`src/rtl/dcache_controller.sv`:
```
// Sequencing FSM for a direct-mapped, write-through, no-write-allocate data cache.
// Load hit completes 2 cycles after accept; a miss or store waits for memory, and a flush takes DEPTH+1 cycles.
// The CPU is stalled whenever the FSM is not in IDLE; memory requests are held until iMemReady.
module dcache_controller #(
  parameter int ADDRESS_WIDTH = 4,
  parameter int DATA_WIDTH    = 32,
  parameter int TAG_WIDTH     = 32 - ADDRESS_WIDTH - 2
) (
  input  logic                     iCLK,
  input  logic                     iRST,
  input  logic                     iCpuReq,
  input  logic                     iCpuWe,
  input  logic [31:0]              iCpuAddr,
  input  logic [DATA_WIDTH-1:0]    iCpuWData,
  input  logic                     iFlush,
  output logic                     oCpuStall,
  output logic                     oCpuValid,
  output logic [DATA_WIDTH-1:0]    oCpuRData,
  output logic                     oFlushDone,
  output logic [ADDRESS_WIDTH-1:0] oArrIndex,
  input  logic [TAG_WIDTH-1:0]     iArrTag,
  input  logic                     iArrV,
  input  logic [DATA_WIDTH-1:0]    iArrData,
  output logic                     oArrWe,
  output logic [TAG_WIDTH-1:0]     oArrWTag,
  output logic                     oArrWV,
  output logic [DATA_WIDTH-1:0]    oArrWData,
  output logic                     oMemReq,
  output logic                     oMemWe,
  output logic [31:0]              oMemAddr,
  output logic [DATA_WIDTH-1:0]    oMemWData,
  input  logic                     iMemReady,
  input  logic [DATA_WIDTH-1:0]    iMemRData
);

  localparam int DEPTH = 2 ** ADDRESS_WIDTH;
  localparam logic [ADDRESS_WIDTH-1:0] LAST_IDX = ADDRESS_WIDTH'(DEPTH - 1);

  typedef enum logic [2:0] {IDLE, LOOKUP, REFILL, WRITE_MEM, FLUSH} state_t;

  state_t                   state, next_state;
  logic [ADDRESS_WIDTH-1:0] flush_cnt;
  logic [29:0]              lat_word;   // latched word address (byte offset dropped)
  logic                     lat_we;
  logic [DATA_WIDTH-1:0]    lat_wdata;
  logic [TAG_WIDTH-1:0]     lat_tag;
  logic [ADDRESS_WIDTH-1:0] lat_idx;
  logic                     hit;
  logic                     accept;

  // Byte offset within the word is irrelevant to a word-granular cache.
  logic unused_addr_bits;
  assign unused_addr_bits = ^iCpuAddr[1:0];

  assign lat_idx   = lat_word[ADDRESS_WIDTH-1:0];
  assign lat_tag   = lat_word[29:ADDRESS_WIDTH];
  assign hit       = iArrV && (iArrTag == lat_tag);
  assign accept    = (state == IDLE) && !iFlush && iCpuReq;
  assign oCpuStall = (state != IDLE);

  // Next-state and array/memory strobes; every output defaults to 0 first.
  always_comb begin
    next_state = state;
    oArrIndex  = '0;
    oArrWe     = 1'b0;
    oArrWTag   = '0;
    oArrWV     = 1'b0;
    oArrWData  = '0;
    oMemReq    = 1'b0;
    oMemWe     = 1'b0;
    oMemAddr   = '0;
    oMemWData  = '0;
    case (state)
      IDLE: begin
        if (iFlush) begin
          next_state = FLUSH;
        end else if (iCpuReq) begin
          oArrIndex  = iCpuAddr[ADDRESS_WIDTH+1:2];
          next_state = LOOKUP;
        end
      end
      LOOKUP: begin
        oArrIndex = lat_idx;
        if (lat_we) begin
          // Write-through: update the line only if it is already resident.
          if (hit) begin
            oArrWe    = 1'b1;
            oArrWTag  = lat_tag;
            oArrWV    = 1'b1;
            oArrWData = lat_wdata;
          end
          next_state = WRITE_MEM;
        end else begin
          next_state = hit ? IDLE : REFILL;
        end
      end
      REFILL: begin
        oArrIndex = lat_idx;
        oMemReq   = 1'b1;
        oMemAddr  = {lat_tag, lat_idx, 2'b00};
        if (iMemReady) begin
          oArrWe     = 1'b1;
          oArrWTag   = lat_tag;
          oArrWV     = 1'b1;
          oArrWData  = iMemRData;
          next_state = IDLE;
        end
      end
      WRITE_MEM: begin
        oArrIndex = lat_idx;
        oMemReq   = 1'b1;
        oMemWe    = 1'b1;
        oMemAddr  = {lat_tag, lat_idx, 2'b00};
        oMemWData = lat_wdata;
        if (iMemReady) next_state = IDLE;
      end
      FLUSH: begin
        oArrIndex = flush_cnt;
        oArrWe    = 1'b1;
        if (flush_cnt == LAST_IDX) next_state = IDLE;
      end
      default: next_state = IDLE;
    endcase
  end

  // State register, request latch, flush counter and registered CPU-side pulses.
  always_ff @(posedge iCLK) begin
    if (iRST) begin
      state      <= IDLE;
      flush_cnt  <= '0;
      lat_word   <= '0;
      lat_we     <= 1'b0;
      lat_wdata  <= '0;
      oCpuValid  <= 1'b0;
      oCpuRData  <= '0;
      oFlushDone <= 1'b0;
    end else begin
      state      <= next_state;
      oCpuValid  <= 1'b0;
      oFlushDone <= 1'b0;
      if (accept) begin
        lat_word  <= iCpuAddr[31:2];
        lat_we    <= iCpuWe;
        lat_wdata <= iCpuWData;
      end
      if (state == LOOKUP && !lat_we && hit) begin
        oCpuValid <= 1'b1;
        oCpuRData <= iArrData;
      end
      if (state == REFILL && iMemReady) begin
        oCpuValid <= 1'b1;
        oCpuRData <= iMemRData;
      end
      if (state == WRITE_MEM && iMemReady) begin
        oCpuValid <= 1'b1;
      end
      if (state == FLUSH) begin
        flush_cnt <= flush_cnt + 1'b1;   // wraps back to 0 on the last entry
        if (flush_cnt == LAST_IDX) oFlushDone <= 1'b1;
      end
    end
  end

endmodule

```
`config.mk`:
```
export PLATFORM = sky130hd
export DESIGN_NAME = dcache_controller
export DESIGN_NICKNAME = d
export VERILOG_FILES = /design/src/rtl/dcache_controller.sv
export SDC_FILE = /design/constraint.sdc
export NUM_CORES = 1
export LEC_CHECK = 0
export ABC_AREA = 1
export CORE_MARGIN = 4
export CORE_UTILIZATION = 36
export DETAILED_ROUTE_END_ITERATION = 10
export PLACE_DENSITY = 0.78
export SYNTH_ARGS = -nofsm -noshare
export SYNTH_HDL_FRONTEND = slang
export SYNTH_SLANG_ARGS = --single-unit
```
`constraint.sdc`:
```
create_clock -name iCLK -period 1.4 [get_ports iCLK]
set_input_delay 0.28 -clock iCLK [delete_from_list [all_inputs] [get_ports iCLK]]
set_output_delay 0.28 -clock iCLK [all_outputs]
set_load 0.005 [all_outputs]
```
==> impl_metrics.env <==
export IMPL_status="finished with violations"
export IMPL_violations="setup timing"
export IMPL_fin_util_pct=75.9
export IMPL_cp_num_buf_inv=6
export IMPL_post_dp_cell_area_sq_um=10100
export IMPL_path_cells="inv_2, nand2_2, nand2_1, nor2_1, nand4_1, nor2_2, nand2_4, nor2_4, nand2_8, buf_12, buf_12, buf_8, buf_6, a21oi_2, buf_2"
export IMPL_fin_skew_ns=0.00745
export IMPL_end_kind="primary output"
export IMPL_clock_sinks=104
export IMPL_hpwlAfterDp_mm=19.1
export IMPL_dp_cells=1549
export IMPL_drt_vias_per_instance=5.20
export IMPL_hold_buffers=0
export IMPL_synth_distinct_cells=30
export IMPL_die_area_sq_um=18400
export IMPL_worst_path_max_fanout=4
export IMPL_cts_root_buf="clkbuf_16"
export IMPL_die_h_um=136
export IMPL_fin_crit_ns=2.75
export IMPL_fin_crit_sh_pct=196
export IMPL_nNetsFinal=1600
export IMPL_crit_path_start_kind="register"
export IMPL_grt_overflow_total=0
export IMPL_cp_required_ns=1.12
export IMPL_layout_drive_gt1_share_pct=40.8
export IMPL_synth_area_sq_um=5880
export IMPL_numPortBuffers=321
export IMPL_worst_pin_slew_ns=0.522
export IMPL_multi_input_area_sq_um=3790
export IMPL_power_total_w=0.0111
export IMPL_clk_pin_slew_ns=0.08
export IMPL_gp_congestion=0.924
export IMPL_final_max_slew_violation_count=0
export IMPL_critical_path_arrival_ns=2.47
export IMPL_setup_worst_path_class="reg2out"
export IMPL_seqCellArea_sq_um=2110
export IMPL_cts_htree_levels=3
export IMPL_synthCells=960
export IMPL_drcViolationCount=0
export IMPL_grt_use_total_pct=27.1
export IMPL_max_cap_violations=0
export IMPL_rows=46
export IMPL_cts_buffers=9
export IMPL_via_count=8635
export IMPL_syn_avg_cell_area_sq_um=6.12
export IMPL_totalWireLength_mm=32.9
export IMPL_cp_common_cell="buf_12"
export IMPL_ys_ff_latch=104
export IMPL_antenna_found_initial=3
export IMPL_fin_area_sq_um=12100
export IMPL_nFillCells=1140
export IMPL_cp_slowest_stage_delay_ns=0.37
export IMPL_leakage_nw=5.72
export IMPL_grt_max_degree=97
export IMPL_coreArea_sq_um=15900
export IMPL_insertion_delay_ns=0.36
export IMPL_worst_slack_ns=-1.35
export IMPL_worst_path_dominant_cell_family="simple AND/OR/NAND/NOR gates"
export IMPL_finalSetupViolCount=267
export IMPL_cts_tree="built"
export IMPL_firstDrtPassIters=7
export IMPL_start_util_pct=36.9
export IMPL_fmax_mhz=364
export IMPL_clock_path_buffers=2
export IMPL_yosys_warnings=0
export IMPL_grt_pass1_vias=7466
export IMPL_max_slew_margin_rel_pct=65.2
export IMPL_ir_worst_vdd_v=0.000613
export IMPL_critPathSlowestCell="dfxtp_2"
export IMPL_wire_per_inst_um=19.8
export IMPL_grt_pass1_wl_mm=39.0
export IMPL_instances_no_fill=1662
export IMPL_rsz0062_at_grt="yes"
export IMPL_dr_first_iter_drc_count=759
export IMPL_ioPinCount=326
export IMPL_seq_area_frac_synth_pct=35.4
export IMPL_hold_viol=0
export IMPL_drtAntennaViolNets=0
export IMPL_power_density_nw_per_um2=918
export IMPL_area_growth_pct=106
export IMPL_worstHoldPathType="reg2reg"
export IMPL_die_x_um=136
-- sequential cells by signal (all words and copies together) (netlist names) --
register    flops
lat_word       30
oCpuRData      32
flush_cnt       4
state           3
oCpuValid       1
lat_we          1
lat_wdata      32
oFlushDone      1
-- Yosys cell counts --
cell type / count / area (sq um)
a21oi_1: 127 / 636
a21oi_2: 1 / 8.76
and2_0: 1 / 6.26
and3_1: 2 / 12.5
buf_2: 18 / 90.1
buf_4: 2 / 15.0
buf_6: 13 / 146
clkbuf_1: 27 / 101
conb_1: 1 / 3.75
dfxtp_1: 104 / 2080
ha_1: 1 / 12.5
inv_1: 138 / 518
inv_2: 3 / 11.3
nand2_1: 236 / 886
nand2_2: 1 / 6.26
nand3_1: 41 / 205
nand3_2: 1 / 10.0
nand4_1: 1 / 6.26
nor2_1: 120 / 450
nor2_2: 2 / 12.5
nor2_4: 3 / 33.8
nor3_1: 4 / 20.0
nor3_2: 1 / 10.0
o211ai_1: 2 / 15.0
o21ai_0: 83 / 415
o21ai_1: 19 / 95.1
o21ai_2: 1 / 8.76
o221ai_1: 2 / 17.5
or2_4: 1 / 8.76
xnor2_1: 4 / 35.0
-- worst register-to-register path: cells and delay by family (launching register included) --
family	cells	cell delay, ns
compound gates	2	0.21
buf+inv	8	0.95
flops	1	0.36
simple gates	4	0.59
-- path summary, 6_finish.rpt --
check,to,startpoint,depth (start not counted),slack [ns]
worst max-delay path,oArrWTag[4],lat_word[11],15,-1.35
worst min-delay path,lat_word[2],lat_word[2],2,0.46
worst max register to register,lat_word[12],state[1],14,-0.81
worst min register to register,lat_word[2],lat_word[2],2,0.46
-- power by group --
| part | leakage (nW) | internal (W) | switching [W] | total [W] |
|---|---|---|---|---|
| registers | 0.856 | 0.00339 | 0.000232 | 0.00362 |
| logic | 4.72 | 0.00228 | 0.00254 | 0.00482 |
| clock network | 0.150 | 0.00128 | 0.00138 | 0.00266 |
-- kinds of logic after synthesis --
group                    Yosys count  share of synthesized area [%]
AO/OA/AOI/OAI                    235                           20.3
XOR/XNOR                           4                          0.596
adder cells (fa/ha/maj)            1                          0.213
flip-flops                       104                           35.4
buffers and inverters            201                           15.0
other                              1                         0.0638
AND/OR/NAND/NOR                  414                           28.4
-- through the flow --
stage | hold WS (ns) | setup slack, ns | TNS [ns]
2_1_floorplan | 0.437 | -0.168 | -15.47
3_3_place_gp | 0.448 | -1.32 | -165.89
3_5_place_dp | 0.455 | -1.32 | -168.26
4_1_cts | 0.467 | -1.28 | -182.23
5_1_grt | 0.495 | -1.48 | -206.21
6_report | 0.464 | -1.35 | -184.67
-- repair_timing --
action	in CTS	in global routing
gates resized for setup	387	395
endpoints found under the setup margin	262	266
cloned	4	27
buffers inserted	36	41
hold endpoints to repair	0	0
pin swaps	8	55
-- layout make-up --
cell class | instances | area share, %
clock buffer | 9 | 1.86
antenna | 3 | 0.0620
inverter | 141 | 4.50
clock inverter | 7 | 0.693
multi-input combinational | 658 | 31.3
tap | 216 | 2.23
sequential | 104 | 17.4
timing repair buffer | 524 | 41.9
-- metal layers --
metal  track usage, %  wire length, um
met1             31.0            12200
met2             48.2            16100
met3             7.36             3010
met4             10.4             1590
met5                0                0
-- cells in the final DEF, fill, tap and decap left out, drive strengths merged, types with 18 or more instances in the layout --
cell type        n
buf            285
nand2          238
clkdlybuf4s50  178
inv            145
a21oi          128
nor2           125
dfxtp          104
o21ai          103
nand3           43
clkbuf          31
dlygate4sd2     18
(Power assumes the default switching activity.)
